## src/rtl/tilelink_ul_arbiter.sv

```systemverilog
// 2:1 TL-UL arbiter: round-robin channel A into a registered output stage, channel D routed back by tag bit,
// per-master outstanding counters throttle each master to MAX_OUTSTANDING in-flight requests.
module tilelink_ul_arbiter #(
   parameter int ADDR_WIDTH      = 32,
   parameter int DATA_WIDTH      = 32,
   parameter int MASK_WIDTH      = DATA_WIDTH/8,
   parameter int SIZE_WIDTH      = 3,
   parameter int SRC_WIDTH       = 2,
   parameter int SINK_WIDTH      = 1,
   parameter int OPCODE_WIDTH    = 3,
   parameter int PARAM_WIDTH     = 3,
   parameter int MAX_OUTSTANDING = 4,
   parameter int CNT_WIDTH       = 3
) (
   input  logic                    clk_in,
   input  logic                    reset_in_n,
   // master 0 channel A
   input  logic                    m0_a_valid,
   output logic                    m0_a_ready,
   input  logic [OPCODE_WIDTH-1:0] m0_a_opcode,
   input  logic [PARAM_WIDTH-1:0]  m0_a_param,
   input  logic [SIZE_WIDTH-1:0]   m0_a_size,
   input  logic [SRC_WIDTH-1:0]    m0_a_source,
   input  logic [ADDR_WIDTH-1:0]   m0_a_address,
   input  logic [MASK_WIDTH-1:0]   m0_a_mask,
   input  logic [DATA_WIDTH-1:0]   m0_a_data,
   // master 1 channel A
   input  logic                    m1_a_valid,
   output logic                    m1_a_ready,
   input  logic [OPCODE_WIDTH-1:0] m1_a_opcode,
   input  logic [PARAM_WIDTH-1:0]  m1_a_param,
   input  logic [SIZE_WIDTH-1:0]   m1_a_size,
   input  logic [SRC_WIDTH-1:0]    m1_a_source,
   input  logic [ADDR_WIDTH-1:0]   m1_a_address,
   input  logic [MASK_WIDTH-1:0]   m1_a_mask,
   input  logic [DATA_WIDTH-1:0]   m1_a_data,
   // downstream channel A
   output logic                    s_a_valid,
   input  logic                    s_a_ready,
   output logic [OPCODE_WIDTH-1:0] s_a_opcode,
   output logic [PARAM_WIDTH-1:0]  s_a_param,
   output logic [SIZE_WIDTH-1:0]   s_a_size,
   output logic [SRC_WIDTH:0]      s_a_source,
   output logic [ADDR_WIDTH-1:0]   s_a_address,
   output logic [MASK_WIDTH-1:0]   s_a_mask,
   output logic [DATA_WIDTH-1:0]   s_a_data,
   // downstream channel D
   input  logic                    s_d_valid,
   output logic                    s_d_ready,
   input  logic [OPCODE_WIDTH-1:0] s_d_opcode,
   input  logic [PARAM_WIDTH-1:0]  s_d_param,
   input  logic [SIZE_WIDTH-1:0]   s_d_size,
   input  logic [SRC_WIDTH:0]      s_d_source,
   input  logic [SINK_WIDTH-1:0]   s_d_sink,
   input  logic [DATA_WIDTH-1:0]   s_d_data,
   input  logic                    s_d_error,
   // master 0 channel D
   output logic                    m0_d_valid,
   input  logic                    m0_d_ready,
   output logic [OPCODE_WIDTH-1:0] m0_d_opcode,
   output logic [PARAM_WIDTH-1:0]  m0_d_param,
   output logic [SIZE_WIDTH-1:0]   m0_d_size,
   output logic [SRC_WIDTH-1:0]    m0_d_source,
   output logic [SINK_WIDTH-1:0]   m0_d_sink,
   output logic [DATA_WIDTH-1:0]   m0_d_data,
   output logic                    m0_d_error,
   // master 1 channel D
   output logic                    m1_d_valid,
   input  logic                    m1_d_ready,
   output logic [OPCODE_WIDTH-1:0] m1_d_opcode,
   output logic [PARAM_WIDTH-1:0]  m1_d_param,
   output logic [SIZE_WIDTH-1:0]   m1_d_size,
   output logic [SRC_WIDTH-1:0]    m1_d_source,
   output logic [SINK_WIDTH-1:0]   m1_d_sink,
   output logic [DATA_WIDTH-1:0]   m1_d_data,
   output logic                    m1_d_error,
   // status
   output logic [CNT_WIDTH-1:0]    m0_outstanding,
   output logic [CNT_WIDTH-1:0]    m1_outstanding,
   output logic                    err_unexpected_d
);

   logic rr_ptr;
   logic elig0, elig1, grant0, grant1, load_ok;
   logic acc0, acc1, d_idx, dhs0, dhs1, dec0, dec1;

   // channel A arbitration
   assign elig0   = m0_a_valid && (m0_outstanding < CNT_WIDTH'(MAX_OUTSTANDING));
   assign elig1   = m1_a_valid && (m1_outstanding < CNT_WIDTH'(MAX_OUTSTANDING));
   assign load_ok = !s_a_valid || s_a_ready;
   assign grant0  = elig0 && (!elig1 || !rr_ptr);
   assign grant1  = elig1 && (!elig0 ||  rr_ptr);

   assign m0_a_ready = reset_in_n && load_ok && grant0;
   assign m1_a_ready = reset_in_n && load_ok && grant1;
   assign acc0 = m0_a_valid && m0_a_ready;
   assign acc1 = m1_a_valid && m1_a_ready;

   always_ff @(posedge clk_in or negedge reset_in_n) begin
      if (!reset_in_n) begin
         s_a_valid   <= 1'b0;
         s_a_opcode  <= '0;
         s_a_param   <= '0;
         s_a_size    <= '0;
         s_a_source  <= '0;
         s_a_address <= '0;
         s_a_mask    <= '0;
         s_a_data    <= '0;
         rr_ptr      <= 1'b0;
      end else if (acc0) begin
         s_a_valid   <= 1'b1;
         s_a_opcode  <= m0_a_opcode;
         s_a_param   <= m0_a_param;
         s_a_size    <= m0_a_size;
         s_a_source  <= {1'b0, m0_a_source};
         s_a_address <= m0_a_address;
         s_a_mask    <= m0_a_mask;
         s_a_data    <= m0_a_data;
         rr_ptr      <= 1'b1;
      end else if (acc1) begin
         s_a_valid   <= 1'b1;
         s_a_opcode  <= m1_a_opcode;
         s_a_param   <= m1_a_param;
         s_a_size    <= m1_a_size;
         s_a_source  <= {1'b1, m1_a_source};
         s_a_address <= m1_a_address;
         s_a_mask    <= m1_a_mask;
         s_a_data    <= m1_a_data;
         rr_ptr      <= 1'b0;
      end else if (s_a_ready) begin
         s_a_valid   <= 1'b0;
      end
   end

   // channel D routing by the tag bit; payload broadcast
   assign d_idx      = s_d_source[SRC_WIDTH];
   assign m0_d_valid = s_d_valid && !d_idx;
   assign m1_d_valid = s_d_valid &&  d_idx;
   assign s_d_ready  = d_idx ? m1_d_ready : m0_d_ready;

   assign m0_d_opcode = s_d_opcode;
   assign m0_d_param  = s_d_param;
   assign m0_d_size   = s_d_size;
   assign m0_d_source = s_d_source[SRC_WIDTH-1:0];
   assign m0_d_sink   = s_d_sink;
   assign m0_d_data   = s_d_data;
   assign m0_d_error  = s_d_error;
   assign m1_d_opcode = s_d_opcode;
   assign m1_d_param  = s_d_param;
   assign m1_d_size   = s_d_size;
   assign m1_d_source = s_d_source[SRC_WIDTH-1:0];
   assign m1_d_sink   = s_d_sink;
   assign m1_d_data   = s_d_data;
   assign m1_d_error  = s_d_error;

   // a response against an empty counter is flagged and never decrements
   assign dhs0 = m0_d_valid && m0_d_ready;
   assign dhs1 = m1_d_valid && m1_d_ready;
   assign dec0 = dhs0 && (m0_outstanding != '0);
   assign dec1 = dhs1 && (m1_outstanding != '0);

   always_ff @(posedge clk_in or negedge reset_in_n) begin
      if (!reset_in_n) begin
         m0_outstanding   <= '0;
         m1_outstanding   <= '0;
         err_unexpected_d <= 1'b0;
      end else begin
         if (acc0 && !dec0)      m0_outstanding <= m0_outstanding + CNT_WIDTH'(1);
         else if (!acc0 && dec0) m0_outstanding <= m0_outstanding - CNT_WIDTH'(1);
         if (acc1 && !dec1)      m1_outstanding <= m1_outstanding + CNT_WIDTH'(1);
         else if (!acc1 && dec1) m1_outstanding <= m1_outstanding - CNT_WIDTH'(1);
         if ((dhs0 && !dec0) || (dhs1 && !dec1)) err_unexpected_d <= 1'b1;
      end
   end

endmodule

```

## config.mk

```make
export PLATFORM = sky130hd
export DESIGN_NAME = tilelink_ul_arbiter
export DESIGN_NICKNAME = d
export VERILOG_FILES = /design/src/rtl/tilelink_ul_arbiter.sv
export SDC_FILE = /design/constraint.sdc
export NUM_CORES = 1
export LEC_CHECK = 0
export ABC_CLOCK_PERIOD_IN_PS = 2800
export CORE_AREA = 3 3 151 153
export DETAILED_ROUTE_END_ITERATION = 10
export DIE_AREA = 0 0 154 156
export PLACE_DENSITY = 0.63
export SLEW_MARGIN = 25
export SYNTH_ARGS = -nofsm -noshare
export SYNTH_HDL_FRONTEND = slang
export SYNTH_SLANG_ARGS = --single-unit
```

## constraint.sdc

```tcl
create_clock -name clk_in -period 2.8 [get_ports clk_in]
set_input_delay 0.28 -clock clk_in [delete_from_list [all_inputs] [get_ports clk_in]]
set_output_delay 0.28 -clock clk_in [all_outputs]
set_load 0.02 [all_outputs]
```

==> results.toml, run 1 <==
[status]
status = "completed"

[sta]
hold_viol = 0
maxSlewViolCount = 0
period_needed_ns = 2.167
finClkSkew_ns = 0.008558
slew_headroom_pct = 39.27
worst_slew_pin_slew_ns = 0.9109
fin_crit_sh_pct = 77.40
rsz0062_at_grt = "false"
setup_tns_ns = 0
setup_violations = 0
max_freq_ghz = 0.4615

[power_and_ir_drop]
power_density_nw_per_um2 = 973.5
p_leak_nw = 3.082
irDropWorstVdd_v = 0.0004495
finalPower_mw = 6.958

[logic_synthesis]
synth-seq-area-share_pct = 47.34
async_flop_share_pct = 100.0
netlist_top_cells_area = "dfrtp_1, buf_4, nand2_1"
syn_avg_cell_area_um2 = 9.171
synth_warnings = 0
syn_area_um2 = 4705
syn_nets = 729
synthFlopType = "dfrtp_1"
ys_ff_latch = 89
synth_edf_count = 0
synthCells = 513
synth_top_cell_area_share_pct = 47.34
yosysUniqueCellTypes = 31
synth_area_leader_cell = "dfrtp_1"

[setup_path]
reg2reg_to = "s_a_data[8]"
worstPathMaxFanout = 5
worstReg2RegStart = "m1_outstanding[2]"
crit_slowest_cell = "clkdlybuf4s50_1"
crit_required_ns = 2.52
path_cells = "and2b_4 > nand4_4 > inv_1 > clkdlybuf4s50_1"
crit_arrival_ns = 1.89
crit_path_start_kind = "flip-flop"
path_class = "flip-flop to output port"
setup.worst_path.end_class = "output port"
r2r_slack_ns = 0.72
reg2reg_depth = 6
critical_path.startpoint = "m0_outstanding[2]"
slowest_delay_ns = 0.60

[place]
place_hpwl_um = 10920
routabilityCongestion = 0.7472
io_buffer_count = 259
dp_cells = 942

[detailed_routing]
antenna_left = 0
drt_wl_total_um = 15050
wl_per_cell_um = 15.70
viasPerCell = 4.218
route.detailed.drc = 0
vias = 4045
drtIter0Drc = 139
first_pass_iters = 5

[final_layout]
drive_above_1_share_pct = 5.155
final_net_count = 890
final_util_pct = 32.95
area_delta_synth_final_pct = 51.91
num_antenna_cells = 0
fin_cells = 959

[floorplanning]
row_count = 54
die_w_um = 154
ioPinCount = 395
dieArea_um2 = 24020
fp.dieH_um = 156
start_util_pct = 21.69
core_um2 = 21690

[global_routing]
grt_antenna_before_repair = 0
grt_pass1_wl_um = 22760
gr-total-overflow = 0
grt_pass1_vias = 4135
grt_max_degree = 80
grt_usage_pct = 12.03

[clock_network]
post-cts-setup-buffers = 0
cts_buffers = 9
clock_latency_ns = 0.34
cts_sinks = 89
htreeDepth = 3
clock_path_buffers = 2
cts.repair.resized = 0
clk_pin_slew_ns = 0.07
cts_root_buf = "clkbuf_16"
cts_tree = "built"

[hold_path]
min_path_type = "primary input to asynchronous set/reset pin"

[job]
maxCapViolCount = 0
-- layer usage --
layer,routed length (um),GRT usage [%],up-vias
met1,5925,13.90,1891
met4,467,5.383,0
met3,1261,4.272,48
met5,0,0,-
li1,-,-,1933
met2,7397,20.13,173
-- kinds of logic after synthesis --
family / count (synthesis) / synth area share [%]
compound gates: 109 / 15.08
xor+xnor: 6 / 1.117
fa+ha+maj: 4 / 1.383
buf+inv: 123 / 18.83
flops: 89 / 47.34
mux: 3 / 0.7180
simple gates: 179 / 15.53
-- power breakdown --
part	internal [mW]	leakage, nW	switching (mW)	total, mW
Sequential	1.91	1.08	0.374	2.29
Combinational	1.69	1.87	1.83	3.52
Clock	0.608	0.128	0.546	1.15
-- worst max path at each step --
stage	slack [ns]	depth (start not counted)	end
3_3_place_gp	0.44	7	s_a_data[17]
3_5_place_dp	0.37	7	s_a_data[8]
4_1_cts	0.60	4	m0_a_ready
6_report	0.63	4	m0_a_ready
2_1_floorplan	0.57	10	m0_outstanding[2]
5_1_grt	0.51	4	m0_a_ready
-- flip-flops by register name, summed over array words and instances, names as in the netlist --
name              cells
rr_ptr                1
m1_outstanding        3
s_a_valid             1
s_a_address          32
s_a_size              3
s_a_data             32
m0_outstanding        3
s_a_source            3
s_a_param             3
s_a_opcode            3
s_a_mask              4
err_unexpected_d      1
-- worst max-delay path: cells and delay by family (launching register included) --
family | cells | cell delay (ns)
buf+inv | 2 | 0.68
flops | 1 | 0.43
simple gates | 2 | 0.42
-- synth_stat cells (2+ instances only) --
master	count
a22oi_1	53
a21oi_1	52
clkbuf_1	2
dfrtp_1	89
nor2_1	29
xor2_1	4
inv_2	2
mux2_2	3
xnor2_1	2
nand2_1	138
inv_1	4
buf_6	6
fa_1	2
ha_1	2
nand3b_1	2
buf_4	97
buf_2	12
-- layout make-up --
class / instances / area (um^2)
multi-input cells: 301 / 1603
flip-flops and latches: 89 / 2227
repair buffers: 267 / 2665
well taps: 280 / 350.3
inverters: 6 / 22.52
clock buffers: 9 / 225.2
fillers: 2257 / 14540
clock inverters: 7 / 53.80
-- stage by stage --
| step | setup slack [ns] | hold WS, ns | instance area [um^2] |
|---|---|---|---|
| 5_1_grt | 0.5118 | 0.3271 | 7147 |
| 3_3_place_gp | 0.4388 | 0.1100 | 6858 |
| 4_1_cts | 0.6015 | 0.3265 | 7147 |
| 2_1_floorplan | 0.5741 | -0.01559 | 4705 |
| 3_5_place_dp | 0.3737 | 0.1118 | 6858 |
| 6_report | 0.6329 | 0.3234 | 7147 |
-- layout by cell type, fill, tap and decap left out, drive strengths merged, types with 3 or more instances in the layout --
master	Yosys	final
buf	115	8
dfrtp	89	89
inv	6	8
clkbuf	2	9
xor2	4	4
a21oi	52	52
clkdlybuf4s50	0	258
mux2	3	3
a22oi	53	53
clkinvlp	0	3
nand2	138	138
nor2	29	29
-- timing repair --
action,4_1_cts,5_1_grt
hold endpoints to repair,1,0
hold buffers,1,0
setup endpoints to repair,0,0
Note: power is estimated with default switching activity, not from simulation.
==> inputs of run 2 (changes only) <==
--- a/config.mk
+++ b/config.mk
@@ -5,7 +5,7 @@
 export SDC_FILE = /design/constraint.sdc
 export NUM_CORES = 1
 export LEC_CHECK = 0
-export ABC_CLOCK_PERIOD_IN_PS = 2800
+export ABC_CLOCK_PERIOD_IN_PS = 2000
 export CORE_AREA = 3 3 151 153
 export DETAILED_ROUTE_END_ITERATION = 10
 export DIE_AREA = 0 0 154 156
==> constraint.sdc (replaced) <==
create_clock -name clk_in -period 2 [get_ports clk_in]
set_input_delay 0.2 -clock clk_in [delete_from_list [all_inputs] [get_ports clk_in]]
set_output_delay 0.2 -clock clk_in [all_outputs]
set_load 0.02 [all_outputs]
==> run 2 against run 1 <==
Final area rose by 2.6%. Clock skew increased by 0.0014 ns. Global-route usage up 0.27 points. Largest cell class unchanged. Critical path depth increased by 4. Count of clock-buffer cells in the layout is 1 higher. Non-clock buffer count rose by 13. Wire length grew 3.5%. Core utilization up 0.85 points. Via count up 1.3%. Sequential share of layout area fell by 0.75 points. Critical endpoint is now m1_outstanding[2]. Critical path type is now flip-flop to flip-flop.
==> results.toml, run 2 (same netlist as run 1, synthesis figures left out) <==
[detailed_routing]
wl_per_cell_um = 16.03
vias = 4099
route.detailed.drc = 0
viasPerCell = 4.217
drtIter0Drc = 169
first_pass_iters = 4
drt_wl_total_um = 15580
antenna_left = 0

[sta]
hold_viol = 0
fin_crit_sh_pct = 95.37
worst_slew_pin_slew_ns = 0.6167
slew_headroom_pct = 58.89
setup_violations = 0
maxSlewViolCount = 0
setup_slack_ns = 0.09254
finClkSkew_ns = 0.009927
rsz0062_at_grt = "false"
max_freq_ghz = 0.5243
period_needed_ns = 1.907
holdWs_ns = 0.2535

[power_and_ir_drop]
switching_power_mw = 3.919
p_leak_nw = 3.189
power_frac_comb_pct = 51.3
intPower_mw = 6.074
finalPower_mw = 9.993
power_density_nw_per_um2 = 1363
irDropWorstVdd_v = 0.0006865
clock_power_share_pct = 16.9
swShare_pct = 39.21
p_seq_share_pct = 31.8

[setup_path]
crit_path_start_kind = "flip-flop"
path_class = "flip-flop to flip-flop"
crit_required_ns = 2.26
cpMostUsedCell = "xor2_1"
worstPathMaxFanout = 5
crit_arrival_ns = 2.17
path_cells = "or3_4 > nand3_2 > ha_4 > inv_2 > fa_2 > xor2_1 > nor2_1 > xor2_1"
setup.worst_path.end_class = "flip-flop"
crit_slowest_cell = "dfrtp_2"
slowest_delay_ns = 0.46

[final_layout]
area_delta_synth_final_pct = 55.85
nFillCells = 2233
drive_above_1_share_pct = 8.526
mostFrequentLayoutCells = "clkdlybuf4s50_1, nand2_1, dfrtp_1"
seq_area_um2 = 2230
final_util_pct = 33.81
final_net_count = 903
reg_top3 = "s_a_address x32, s_a_data x32, s_a_mask x4"
num_antenna_cells = 0
final_common_cell = "clkdlybuf4s50_1"
multiInputGateArea_um2 = 1655

[floorplanning]
die_w_um = 154
core_um2 = 21690
start_util_pct = 21.69
dieArea_um2 = 24020
ioPinCount = 395
row_count = 54
fp.dieH_um = 156

[global_routing]
grt_pass1_vias = 4072
grt_antenna_before_repair = 0
grt_max_degree = 61
grt_usage_pct = 12.30
grt_pass1_wl_um = 23180
gr-total-overflow = 0

[clock_network]
clk_pin_slew_ns = 0.07
htreeDepth = 3
cts_buffers = 9
cts_root_buf = "clkbuf_16"
clock_latency_ns = 0.34
clock_path_buffers = 2
post-cts-setup-buffers = 0
cts_tree = "built"
cts_sinks = 89

[status]
status = "completed"

[job]
maxCapViolCount = 0

[place]
dp_slack_ns = -0.1121
io_buffer_count = 259
place_hpwl_um = 11530
routabilityCongestion = 0.7266

[hold_path]
min_path_type = "primary input to asynchronous set/reset pin"
## run 2: changes by cell type in the layout (fill, tap and decap cells not counted), sizes merged
cell / delta
clkbuf: +2
clkdlybuf4s50: -2
clkinvlp: -3
dlygate4sd2: +1
buf: +13
clkinv: +2
## run 2: timing repair
action / CTS / global route
hold buffers: 1 / 0
resized for setup: 2 / 4
setup endpoints to repair: 2 / 2
hold endpoints to repair: 4 / 0
## run 2: cell type report
class	instances	share of cell area, %
clock inverters	6	0.6997
multi-input cells	301	22.58
clock buffers	10	3.259
flip-flops and latches	89	30.41
well taps	280	4.778
inverters	6	0.3413
repair buffers	280	37.94
## run 2: path summary, 6_finish.rpt
kind                                        start                 to  slack [ns]  depth (start not counted)
worst max register to register  m1_outstanding[2]  m1_outstanding[2]        0.09                          8
worst min register to register       s_a_data[21]       s_a_data[21]        0.47                          2
max in group asynchronous              reset_in_n       s_a_data[20]        0.32                          4
worst max-delay path            m1_outstanding[2]  m1_outstanding[2]        0.09                          8
worst min-delay path                   reset_in_n  m0_outstanding[0]        0.25                          2
min in group clk_in                  s_d_data[26]      m0_d_data[26]        0.40                          0
## run 2: worst max-delay path, delay by kind of cell (launching register included)
kind	cells	cell delay (ns)
buffers and inverters	1	0.04
xor gates and xnor gates	2	0.29
DFF	1	0.46
and+or+nand+nor	3	0.58
adders and majority gates	2	0.46
## run 2: routing by layer
| layer | wire, um | vias up | GRT usage, % |
|---|---|---|---|
| met1 | 6182 | 1903 | 14.34 |
| li1 | - | 1962 | - |
| met4 | 204 | 0 | 3.995 |
| met3 | 1506 | 17 | 4.577 |
| met2 | 7690 | 217 | 21.03 |
| met5 | 0 | - | 0 |
## run 2: per-stage QoR
stage                     cells  instance area, um^2  setup TNS, ns
after floorplan             513                 4776       -0.05273
after global placement      955                 7028         -2.593
after detailed placement    955                 7028         -2.894
after CTS                   972                 7326              0
after global routing        972                 7332              0
final                       972                 7332              0
## run 2: power by group through the flow
| stage | sequential [mW] | combinational, mW | clock, mW |
|---|---|---|---|
| floorplan | 4.28 | 1.70 | 0 |
| global placement | 3.17 | 5.16 | 0 |
| detailed placement | 3.20 | 5.21 | 0 |
| CTS | 3.19 | 5.22 | 1.79 |
| global route | 3.30 | 5.52 | 1.85 |
| finish | 3.18 | 5.13 | 1.69 |
==> inputs of run 3 (changes only) <==
--- a/config.mk
+++ b/config.mk
@@ -5,7 +5,6 @@
 export SDC_FILE = /design/constraint.sdc
 export NUM_CORES = 1
 export LEC_CHECK = 0
-export ABC_CLOCK_PERIOD_IN_PS = 2000
 export CORE_AREA = 3 3 151 153
 export DETAILED_ROUTE_END_ITERATION = 10
 export DIE_AREA = 0 0 154 156
==> results of run 3 <==
Same layout as run 2: the final DEF is identical, and so are final timing and power.
